## config.mk

```make
export PLATFORM = sky130hd
export DESIGN_NAME = lock_ramp_gen
export DESIGN_NICKNAME = d
export VERILOG_FILES = /design/src/rtl/lock_ramp_gen.sv
export SDC_FILE = /design/constraint.sdc
export NUM_CORES = 1
export LEC_CHECK = 0
export CAP_MARGIN = 20
export CORE_ASPECT_RATIO = 0.6
export CORE_MARGIN = 3
export CORE_UTILIZATION = 55
export CTS_CLUSTER_SIZE = 12
export DETAILED_ROUTE_END_ITERATION = 7
export PLACE_DENSITY = 0.77
export SLEW_MARGIN = 20
export SYNTH_ARGS = -nofsm -noshare
export SYNTH_HDL_FRONTEND = slang
export SYNTH_SLANG_ARGS = --single-unit
```

## constraint.sdc

```tcl
create_clock -name clk -period 9.1 [get_ports clk]
set_input_delay 2.73 -clock clk [delete_from_list [all_inputs] [get_ports clk]]
set_output_delay 2.73 -clock clk [all_outputs]
set_load 0.05 [all_outputs]
```

## src/rtl/lock_ramp_gen.sv

```systemverilog
// rtl/lock_ramp_gen.sv - triangle/sawtooth scan ramp generator for the lock controller
// Optional build macro: LOCK_RAMP_SAWTOOTH_EN adds the ramp_sawtooth input.
module lock_ramp_gen (
  input  logic               clk,
  input  logic               rstn,
  input  logic               ramp_enable,
  input  logic               ramp_reset,
  input  logic [31:0]        ramp_step,
  input  logic signed [13:0] low_lim,
  input  logic signed [13:0] high_lim,
`ifdef LOCK_RAMP_SAWTOOTH_EN
  input  logic               ramp_sawtooth,
`endif
  output logic signed [13:0] ramp_out,
  output logic               ramp_trigger,
  output logic               ramp_dir,
  output logic               ramp_busy
);

  typedef enum logic [1:0] {IDLE, UP, DOWN, HOLD} state_t;

  state_t             state, state_n;
  logic signed [31:0] acc, acc_n;
  logic               dir_n, trig_n;
  logic               saw;
  logic               lim_ok;
  logic               go_up;
  logic signed [32:0] acc_x, sum, diff, hi_x, lo_x, step_x;

`ifdef LOCK_RAMP_SAWTOOTH_EN
  assign saw = ramp_sawtooth;
`else
  assign saw = 1'b0;
`endif

  // 33-bit working values so that neither the step nor the limit compare can wrap
  assign acc_x  = {acc[31], acc};
  assign step_x = {1'b0, ramp_step};
  assign hi_x   = {high_lim[13], high_lim, 18'b0};
  assign lo_x   = {low_lim[13], low_lim, 18'b0};
  assign sum    = acc_x + step_x;
  assign diff   = acc_x - step_x;
  assign lim_ok = low_lim < high_lim;

  assign ramp_out  = acc[31:18];
  assign ramp_busy = (state == UP) || (state == DOWN);

  // State, accumulator, direction and trigger registers
  always_ff @(posedge clk or negedge rstn) begin
    if (!rstn) begin
      state        <= IDLE;
      acc          <= '0;
      ramp_dir     <= 1'b1;
      ramp_trigger <= 1'b0;
    end else begin
      state        <= state_n;
      acc          <= acc_n;
      ramp_dir     <= dir_n;
      ramp_trigger <= trig_n;
    end
  end

  // Next-state and next-accumulator decision; HOLD resumes along the stored direction
  always_comb begin
    state_n = state;
    acc_n   = acc;
    dir_n   = ramp_dir;
    trig_n  = 1'b0;
    go_up   = (state == HOLD) ? ramp_dir : (state == UP);
    if (ramp_reset || !lim_ok) begin
      state_n = IDLE;
      acc_n   = lo_x[31:0];
      dir_n   = 1'b1;
    end else begin
      case (state)
        IDLE: begin
          acc_n = lo_x[31:0];
          dir_n = 1'b1;
          if (ramp_enable) begin
            state_n = UP;
            trig_n  = 1'b1;
          end
        end
        default: begin
          if (!ramp_enable) begin
            state_n = HOLD;
          end else if (acc_x > hi_x) begin
            // limits moved below the current value: clamp and turn (or restart in sawtooth)
            if (saw) begin
              acc_n   = lo_x[31:0];
              state_n = UP;
              dir_n   = 1'b1;
              trig_n  = 1'b1;
            end else begin
              acc_n   = hi_x[31:0];
              state_n = DOWN;
              dir_n   = 1'b0;
            end
          end else if (acc_x < lo_x) begin
            acc_n   = lo_x[31:0];
            state_n = UP;
            dir_n   = 1'b1;
            trig_n  = 1'b1;
          end else if (ramp_step == 32'd0) begin
            state_n = go_up ? UP : DOWN;
          end else if (go_up) begin
            if (saw && (acc_x == hi_x)) begin
              acc_n   = lo_x[31:0];
              state_n = UP;
              trig_n  = 1'b1;
            end else if (sum >= hi_x) begin
              acc_n   = hi_x[31:0];
              state_n = saw ? UP : DOWN;
              dir_n   = saw;
            end else begin
              acc_n   = sum[31:0];
              state_n = UP;
            end
          end else begin
            if (diff <= lo_x) begin
              acc_n   = lo_x[31:0];
              state_n = UP;
              dir_n   = 1'b1;
              trig_n  = 1'b1;
            end else begin
              acc_n   = diff[31:0];
              state_n = DOWN;
            end
          end
        end
      endcase
    end
  end

endmodule

```

==> reports/summary.txt, run 1 <==
Via count: 9891
Crit path time final: 8914 ps
Hold_buf cts: 0
Grt ovf: 0
Mapped cell area: 0.008210 mm²
Slew Viols, Final: 0
Clk sinks: 36
First-pass GRT wire length: 51380 µm
Power per Cell Area: 144.2 mW/mm²
Cell with the most instances after synthesis: ha_1
Vias in the first global route: 8737
Area after DPL: 0.009776 mm²
Period utilization: 97.96%
Worst-Skew Late Latency: 300 ps
CTS tree: yes
DRT met1 WL: 15560 µm
Routed WL: 34990 µm
Crit-path max cell delay: 530 ps
H-tree depth: 2
Post-synthesis sequential area ratio: 10.99%
Tot GR Track Use: 41.13%
Top_reg_cell synth: dfrtp_1
Peak Freq: 112.2 MHz
# IOs: 81
Critical Path Most Common Cell: nand4_1
Synthesis-stage register bit count: 36
Startpoint types: input port
Hold slack: 578.0 ps
Met2 WL: 11710 µm
VDD IR max: 0.1009 mV
R2R Path Start: acc[0]
Area Overhead vs Synth: 21.90%
Final setup fails: 0
Synth top area cells: ha_1, dfrtp_1, a21oi_1, inv_1, xnor2_1
Cells after Synth: 1093
Synth area leader: ha_1
Root buf cell: clkbuf_16
FFs w/ async S/R, synth: 100.0%
Met3 routed WL: 7356 µm
Layout net count: 1430
Hpwl dp: 28760 µm
CP max-delay cell: clkdlybuf4s50_1
Rel. slew slack: 23.72%
Diodes inserted: 0
Wire per inst: 24.64 µm
Core area: 0.01412 mm²
Vias per inst: 6.965
Final Core Density: 70.88%
Chip height: 100.6 µm
Fin cells: 1420
Routed Antenna Nets: 0
Top cells by count, synth: ha_1, inv_1, a21oi_1
Crit. End Element: register
Maximum clock path buffer count: 2
Clk pin slew, worst setup/hold paths: 70 ps
Num CTS Buffers: 5
Post-synth EDFFs: 0
Hold path startpoint: state[1]
Worst path bufs/invs: 5
Drt drc: 0
Crit path max-delay family: compound AO/OA/AOI/OAI gates
Crit-path max FO: 8
Status: finished clean
Initial DRT Pass Iterations: 7
GP Congestion: 1.081
Ys Warns: 0
Leakage Power: 0.004704 µW
Max-cap viol count: 0
Inst Count DP: 1411
Least-Margin Pin Slew: 1134 ps
Worst Clk Skew: 10.20 ps
Post-synth top area share: 20.88%
Distinct cells, synth: 80
Initial drt markers: 1782
Full die area: 0.01648 mm²
Setup TNS: 0 ps
Starting Density: 58.14%
Layout Cell Area excl Fill: 0.01001 mm²
WS Path Type: input port to register
Chip width: 163.7 µm
Initial antenna violation count: 1
Final Hold Vio Count: 0
Pin count of the biggest net entering global routing: 37
Core Rows: 33
Syn nets: 1296
Fraction of layout cells with a size suffix above 1: 12.30%
Min-Delay Path Class: register to register
CP Data Required Time: 9280 ps
Top Metal Used: met5
Crit path DAT: 9100 ps
Syn avg cell area: 7.512 µm²
Input/output buffers: 80
Crit path from: ramp_step[0]
## sequential cells by signal (all words and copies together) (netlist names)
| name | count |
|---|---|
| acc | 32 |
| state | 2 |
| ramp_dir | 1 |
| ramp_trigger | 1 |
## cell families after synthesis
logic type / after synthesis / share of synthesized area (%)
AO/OA/AOI/OAI: 378 / 32.76
AND/OR/NAND/NOR: 323 / 20.28
buffers and inverters: 160 / 8.244
adder cells (fa/ha/maj): 139 / 21.37
XOR/XNOR: 42 / 4.480
flip-flops: 36 / 10.99
multiplexers: 15 / 1.874
## worst register-to-register path: stages, from the launching register on
cell and delay [ps]:
dfrtp_1 440, inv_1 90, ha_1 170, inv_1 60, fa_1 470, a21o_1 210
o2bb2ai_1 190, o311a_1 440, nor3_1 380, o41ai_2 160, o31a_1 310, nand3_1 120
mux2i_1 380, nor2b_1 190, ha_1 160, nand4_1 90, nor2_1 130, buf_4 150
o2111ai_1 200, a21oi_1 180, nand4_1 160, nor3_1 240, nand4_1 220, a21o_1 250
buf_12 150, buf_4 160, a221o_1 350, a32o_1 260
## cells in the final DEF (no fill, tap or decap), types with 6 or more instances in the layout
| master | count |
|---|---|
| xnor2_1 | 36 |
| dfrtp_1 | 35 |
| inv_1 | 104 |
| a31oi_1 | 8 |
| or3_1 | 12 |
| ha_1 | 136 |
| o221ai_1 | 13 |
| nor3_1 | 26 |
| a32o_1 | 9 |
| and3_1 | 7 |
| mux2i_1 | 12 |
| nand3_1 | 30 |
| nand2_1 | 64 |
| a21o_1 | 25 |
| nor4_1 | 15 |
| o211ai_1 | 17 |
| nand4_1 | 16 |
| or2_2 | 7 |
| nand2b_1 | 15 |
| a21oi_1 | 95 |
| nor2_1 | 75 |
| nor2b_1 | 20 |
| a2111oi_0 | 7 |
| o2111ai_1 | 7 |
| a22o_1 | 7 |
| o21ai_0 | 44 |
| a221o_1 | 12 |
| o21bai_1 | 14 |
| and2_1 | 6 |
| a211oi_1 | 11 |
| o22ai_1 | 11 |
| or4_1 | 8 |
| a2bb2oi_1 | 6 |
| o31ai_1 | 13 |
| o21a_1 | 13 |
| clkdlybuf4s50_1 | 79 |
| a211o_1 | 7 |
| buf_4 | 99 |
## path summary, 6_finish.rpt
path                            end  slack [ps]  depth (start not counted)
max                         acc[12]         190                         27
min                        state[1]         580                          2
max reg2reg                 acc[12]        2660                         27
min reg2reg                state[1]         580                          2
max in group asynchronous    acc[1]        5940                          1
min in group asynchronous  state[0]        2550                          1
## stage by stage
step | setup WS [ps] | total power, µW
finish | 186.0 | 1443
global route | -55.72 | 1502
CTS | 200.3 | 1366
detailed placement | -62.52 | 1185
global placement | 147.3 | 1173
floorplan | 1218 | 810.2
## where the power goes
| group | leakage (µW) | internal [µW] | switching [µW] | total [µW] |
|---|---|---|---|---|
| clock network | 0.0000660 | 102 | 80.3 | 182 |
| logic | 0.00417 | 432 | 622 | 1050 |
| registers | 0.000465 | 171 | 36.2 | 207 |
| total | 0.00470 | 705 | 738 | 1440 |
## area by class of cell
cell class	count	area, µm²
Multi-Input combinational cell	897	6724
Sequential cell	36	902.1
Clock inverter	3	23.77
Fill cell	1210	4113
Tap cell	192	240.2
Timing Repair Buffer	182	1599
Clock buffer	5	125.1
Inverter	105	394.1
## what timing repair did
action	4_1_cts	5_1_grt
resized for setup	0	12
setup buffers	0	1
setup endpoints to repair	0	27
## layer usage
| layer | GRT usage [%] | up-vias |
|---|---|---|
| met1 | 65.16 | 4585 |
| met4 | 4.159 | 2 |
| li1 | - | 4371 |
| met3 | 21.72 | 54 |
| met2 | 47.90 | 879 |
| met5 | 0 | - |
(Power assumes the default switching activity.)
==> run 2: changes to the inputs <==
Settings changed: ABC_AREA from default to 1.
Clock period 9.1 ns to 11.6 ns, I/O delays scaled along.
==> run 2 against run 1 <==
- register-to-register slack improved by 3200 ps
- synthesized cell count is 39% higher
- worst setup slack improved by 2200 ps
- final cell count up 23%
==> reports/summary.txt, run 2 <==
Power per Cell Area: 130.8 mW/mm² (-9.3%)
GP Congestion: 1.085 (+0.41%)
Post-synth top area share: 19.12% (-1.8 points)
Commonest cells after routing, fill and taps aside: nand2_1, inv_1, ha_1
Initial antenna violation count: 1 (unchanged)
Synth area leader: ha_1
Fraction of layout cells with a size suffix above 1: 4.842% (-7.5 points)
Reg2reg path depth: 26 (-3.7%)
Diodes inserted: 0 (unchanged)
Biggest register: acc
Full die area: 0.01792 mm² (+8.8%)
Postcts setup bufs: 0 (unchanged)
Cell with the most instances after synthesis: nand2_1
Clock power share: 11.7% (-0.9 points)
Sequential cell area: 902.1 µm² (unchanged)
Crit path time final: 9221 ps
Core Rows: 35 (+6.1%)
Slew Viols, Final: 0 (unchanged)
Post-synthesis sequential area ratio: 10.06% (-0.93 points)
Final setup fails: 0 (unchanged)
Peak Freq: 108.5 MHz
Switching power: 759.2 µW (+2.8%)
Hold path startpoint: acc[15]
Distinct cells, synth: 55 (-31%)
Rel. slew slack: 32.66% (+8.9 points)
Seq pwr share: 12.4% (-1.9 points)
Leakage Power: 0.005460 µW (+16%)
Grt ovf: 0 (unchanged)
R2R Path Start: acc[0]
Setup TNS: 0 ps (unchanged)
Routed WL: 35190 µm (+0.59%)
Max FFs per register: 32 (unchanged)
Final Hold Vio Count: 0 (unchanged)
Multi-input logic area: 0.006664 mm² (-0.89%)
Gate power share: 75.9% (+2.9 points)
FFs w/ async S/R, synth: 100.0% (unchanged)
Vias per inst: 5.914 (-15%)
Period utilization: 79.49%
Root buf cell: clkbuf_16
Worst-Skew Late Latency: 300 ps (about the same)
Synthesis-stage register bit count: 36 (unchanged)
Hold Path Depth: 2 (unchanged)
Largest regs: acc x32, state x2
Input/output buffers: 80 (unchanged)
Worst R2R Setup Slack: 5840 ps (+3180 ps)
Crit path DAT: 9360 ps (+260 ps)
Ys Warns: 0 (unchanged)
Mapped cell area: 0.008966 mm² (+9.2%)
Drt drc: 0 (unchanged)
Least-Margin Pin Slew: 1001 ps (-132.8 ps)
Final Core Density: 62.66% (-8.2 points)
Worst Clk Skew: 7.507 ps (-2.692 ps)
Min-Delay Path Class: register to register
Hold Path End: acc[15]
Critical Path Most Common Cell: nand2_1
First-pass GRT wire length: 53030 µm (+3.2%)
Syn nets: 1718 (+33%)
Cells after Synth: 1515 (+39%)
Via count: 10.36k (+4.8%)
WS Path Type: input port to register
Area Overhead vs Synth: 9.252%
CP max-delay cell: ha_1
Post-CTS Resized: 0 (unchanged)
CTS tree: yes
Startpoint types: input port
Tot GR Track Use: 38.67% (-2.5 points)
Clk pin slew, worst setup/hold paths: 60 ps (about the same)
Crit-path max cell delay: 540 ps (about the same)
Clk sinks: 36 (unchanged)
Crit. End Element: register
Maximum clock path buffer count: 2 (unchanged)
Chip width: 170.8 µm (+4.3%)
Status: finished clean
Top cells by count, synth: nand2_1, inv_1, ha_1
Num CTS Buffers: 5 (unchanged)
RSZ-0062 raised after global routing: false
Syn avg cell area: 5.918 µm² (-21%)
Hold slack: 567.4 ps (-10.64 ps)
# IOs: 81 (unchanged)
Starting Density: 57.35% (-0.79 points)
Synth top area cells: ha_1, nand2_1, inv_1, dfrtp_1, a21oi_1
Initial DRT Pass Iterations: 7 (unchanged)
Initial drt markers: 1578 (-11%)
Total internal power: 521.8 µW (-26%)
Most common cell after layout, fill and taps aside: nand2_1
# fillers: 1572 (+30%)
Net switching share of the total power: 59.26% (+8.1 points)
Top_reg_cell synth: dfrtp_1
Crit path from: ramp_step[11]
Hold_buf cts: 0 (unchanged)
Vias in the first global route: 9104 (+4.2%)
Chip height: 104.9 µm (+4.2%)
Hpwl dp: 29620 µm (+3.0%)
Max-cap viol count: 0 (unchanged)
Routed Antenna Nets: 0 (unchanged)
FF-to-FF End: acc[12]
VDD IR max: 0.08773 mV (-13%)
Layout net count: 1751 (+22%)
Wire per inst: 20.09 µm (-18%)
CP Data Required Time: 11740 ps (+2460 ps)
Core area: 0.01563 mm² (+11%)
Post-synth EDFFs: 0 (unchanged)
H-tree depth: 2 (unchanged)
Pin count of the biggest net entering global routing: 37 (unchanged)
Crit-path max FO: 17 (+9)
run 2: cell type report:
| cell class | count | area share, % |
|---|---|---|
| Multi-Input combinational cell | 1152 | 68.03 |
| Inverter | 272 | 10.45 |
| Sequential cell | 36 | 9.209 |
| Timing Repair Buffer | 81 | 8.200 |
| Tap cell | 203 | 2.593 |
| Clock buffer | 6 | 1.418 |
| Clock inverter | 2 | 0.1022 |
run 2: how the worst max path moves through the flow:
stage	to	depth (start not counted)
floorplan	acc[30]	31
global placement	ramp_dir	30
detailed placement	acc[0]	29
CTS	acc[0]	29
global route	acc[12]	27
finish	acc[12]	26
run 2: worst max-delay path, delay by kind of cell:
family	cells	cell delay, ps
AOI/OAI and AO/OA	9	2370
adders and majority gates	2	850
xor gates and xnor gates	1	300
buffers and inverters	5	1010
and+or+nand+nor	9	1330
run 2: cells by family after synthesis:
family                     after synthesis  share of synthesized area, %
and+or+nand+nor                        734                         35.72
xor gates and xnor gates                37                         3.614
DFF                                     36                         10.06
buffers and inverters                  327                         15.64
AOI/OAI and AO/OA                      242                         15.39
adders and majority gates              139                         19.56
run 2: through the flow:
step	worst slack (ps)	cells	instance area [µm²]	power [µW]
2_1_floorplan	4286	1515	8966	835.4
3_3_place_gp	2615	1744	9647	1068
3_5_place_dp	2555	1744	9647	1079
4_1_cts	2860	1752	9796	1229
5_1_grt	2154	1752	9796	1370
6_report	2379	1752	9796	1281
run 2: routing by layer:
metal / track usage, % / vias up / part of all wire, %
met3: 19.92 / 35 / 18
met4: 3.904 / 6 / 0.85
li1: - / 4912 / -
met2: 43.01 / 708 / 32
met5: 6.667 / - / 0.44
met1: 62.94 / 4701 / 48
run 2: power groups by stage:
stage / Clock, µW / Combinational (µW) / Sequential, µW
floorplan: 0 / 680 / 155
global placement: 0 / 908 / 160
detailed placement: 0 / 919 / 160
CTS: 146 / 925 / 158
global route: 154 / 1060 / 161
finish: 150 / 972 / 159
==> run 3: changes to the inputs <==
Clock period 11.6 ns to 8.55 ns, I/O delays scaled along.
==> run 3 against run 2 <==
- clock skew up 0.83 ps
- sequential share of layout area is the same
- clock power is 30% higher
- sequential power increased by 35%
- non-clock buffer count rose by 1
- via count increased by 1.2%
- worst setup slack worse by 2000 ps
- utilization unchanged
- combinational power grew 37%
- largest cell class unchanged
- largest power group unchanged
- highest routed layer unchanged
==> reports/summary.txt, run 3 (synthesis results as in run 2) <==
Layout net count: 1752 (+0.057%)
Crit path time final: 8184 ps
Maximum clock path buffer count: 2 (unchanged)
Critical Path Most Common Cell: nand2_1
Grt ovf: 0 (unchanged)
Rel. slew slack: 34.58% (+1.9 points)
Crit path DAT: 8320 ps (-1040 ps)
Root buf cell: clkbuf_16
Routed Antenna Nets: 0 (unchanged)
Max FFs per register: 32 (unchanged)
Fraction of layout cells with a size suffix above 1: 4.839% (about the same)
Area Overhead vs Synth: 9.252% (unchanged)
Clk pin slew, worst setup/hold paths: 60 ps (about the same)
# IOs: 81 (unchanged)
RSZ-0062 raised after global routing: false
Worst path bufs/invs: 4 (-1)
Wire per inst: 20.29 µm (+1.0%)
Slew Viols, Final: 0 (unchanged)
Area after DPL: 0.009654 mm² (about the same)
Chip width: 170.8 µm (unchanged)
Worst Clk Skew: 8.336 ps (+0.8293 ps)
Vias per inst: 5.983 (+1.2%)
Via count: 10.49k (+1.2%)
Full die area: 0.01792 mm² (unchanged)
Min-Delay Path Class: register to register
Setup TNS: 0 ps (unchanged)
GP Congestion: 1.108 (+2.1%)
Startpoint types: input port
Least-Margin Pin Slew: 981.3 ps (-19.59 ps)
Most common cell after layout, fill and taps aside: nand2_1
Pre-CTS WS: 431.2 ps (-2123 ps)
Vias in the first global route: 8978 (-1.4%)
Crit path max-delay family: simple AND/OR/NAND/NOR gates
CP Data Required Time: 8680 ps (-3060 ps)
Crit. End Element: register
CP max-delay cell: ha_1
Status: finished clean
Hpwl dp: 29900 µm (+0.93%)
Max-cap viol count: 0 (unchanged)
Layout Cell Area excl Fill: 0.009796 mm² (unchanged)
Power per Cell Area: 177.8 mW/mm² (+36%)
Worst-Skew Late Latency: 300 ps (about the same)
Peak Freq: 122.2 MHz
Diodes inserted: 0 (unchanged)
Pin count of the biggest net entering global routing: 37 (unchanged)
Core area: 0.01563 mm² (unchanged)
PnR worst setup slack: 366.0 ps (-2013 ps)
Commonest cells after routing, fill and taps aside: nand2_1, inv_1, ha_1
Core Rows: 35 (unchanged)
Largest regs: acc x32, state x2
Initial antenna violation count: 1 (unchanged)
Clk sinks: 36 (unchanged)
CTS tree: yes
Initial drt markers: 1595 (+1.1%)
Drt drc: 0 (unchanged)
Leakage Power: 0.005455 µW (about the same)
Crit-path max FO: 17 (unchanged)
WS Path Type: input port to register
Postcts setup bufs: 0 (unchanged)
Initial DRT Pass Iterations: 6 (-1)
Num CTS Buffers: 5 (unchanged)
Starting Density: 57.35% (unchanged)
Final Hold Vio Count: 0 (unchanged)
VDD IR max: 0.1082 mV (+23%)
Input/output buffers: 80 (unchanged)
Final setup fails: 0 (unchanged)
Routed WL: 35570 µm (+1.1%)
Crit-path max cell delay: 560 ps (+20 ps)
First-pass GRT wire length: 53320 µm (+0.53%)
Chip height: 104.9 µm (unchanged)
Biggest register: acc
H-tree depth: 2 (unchanged)
Tot GR Track Use: 38.76% (+0.091 points)
Period utilization: 95.72%
run 3: cell count changes in the layout (fill, tap and decap cells not counted), sizes merged:
cell | previous run | this run
clkinvlp | 0 | 1
clkinv | 5 | 4
buf | 2 | 3
run 3: timing repair:
item	in CTS	in global routing
hold buffers	0	0
setup endpoints to repair	0	2
gates resized for setup	0	1
run 3: path summary, 6_finish.rpt:
path	start	end	slack [ps]	cells past startpoint
worst max-delay path	ramp_step[2]	acc[10]	370	30
worst min-delay path	acc[15]	acc[15]	550	2
worst max register to register	acc[6]	acc[10]	2840	26
worst min register to register	acc[15]	acc[15]	550	2
max in group asynchronous	rstn	acc[30]	5510	1
min in group asynchronous	rstn	acc[11]	2410	1
run 3: tightest hold or removal path, cell delays in order, from the launching register on:
cell and delay, ps:
dfrtp_1 390, nand2_1 60, o21ai_0 60
run 3: through the flow:
| stage | cells | total power [µW] | hold slack (ps) | util, % |
|---|---|---|---|---|
| floorplan | 1515 | 1133 | 503.0 | - |
| global placement | 1745 | 1458 | 537.6 | 61.75 |
| detailed placement | 1745 | 1468 | 541.8 | 61.75 |
| CTS | 1753 | 1666 | 555.5 | 62.66 |
| global route | 1753 | 1856 | 584.6 | 62.66 |
| finish | 1753 | 1742 | 554.3 | 62.66 |
run 3: area by class of cell:
class                      count  area (µm²)
clock buffer                   6       128.9
timing repair buffer          82       810.8
sequential                    36       902.1
clock inverter                 2       12.51
fill                        1465        5838
tap                          203       254.0
multi-input combinational   1152        6664
inverter                     272        1023
run 3: layer usage:
layer | vias to the layer above | wire (µm) | GRT usage (%)
met2 | 776 | 11580 | 43.58
met4 | 4 | 296 | 3.444
met3 | 33 | 6306 | 15.95
met5 | - | 49 | 0
li1 | 4936 | - | -
met1 | 4740 | 17330 | 65.89
run 3: where the power goes:
part / leakage, µW / internal, µW / switching [µW]
clock network: 0.0000669 / 108 / 86.8
logic: 0.00492 / 409 / 923
registers: 0.000466 / 185 / 30.0
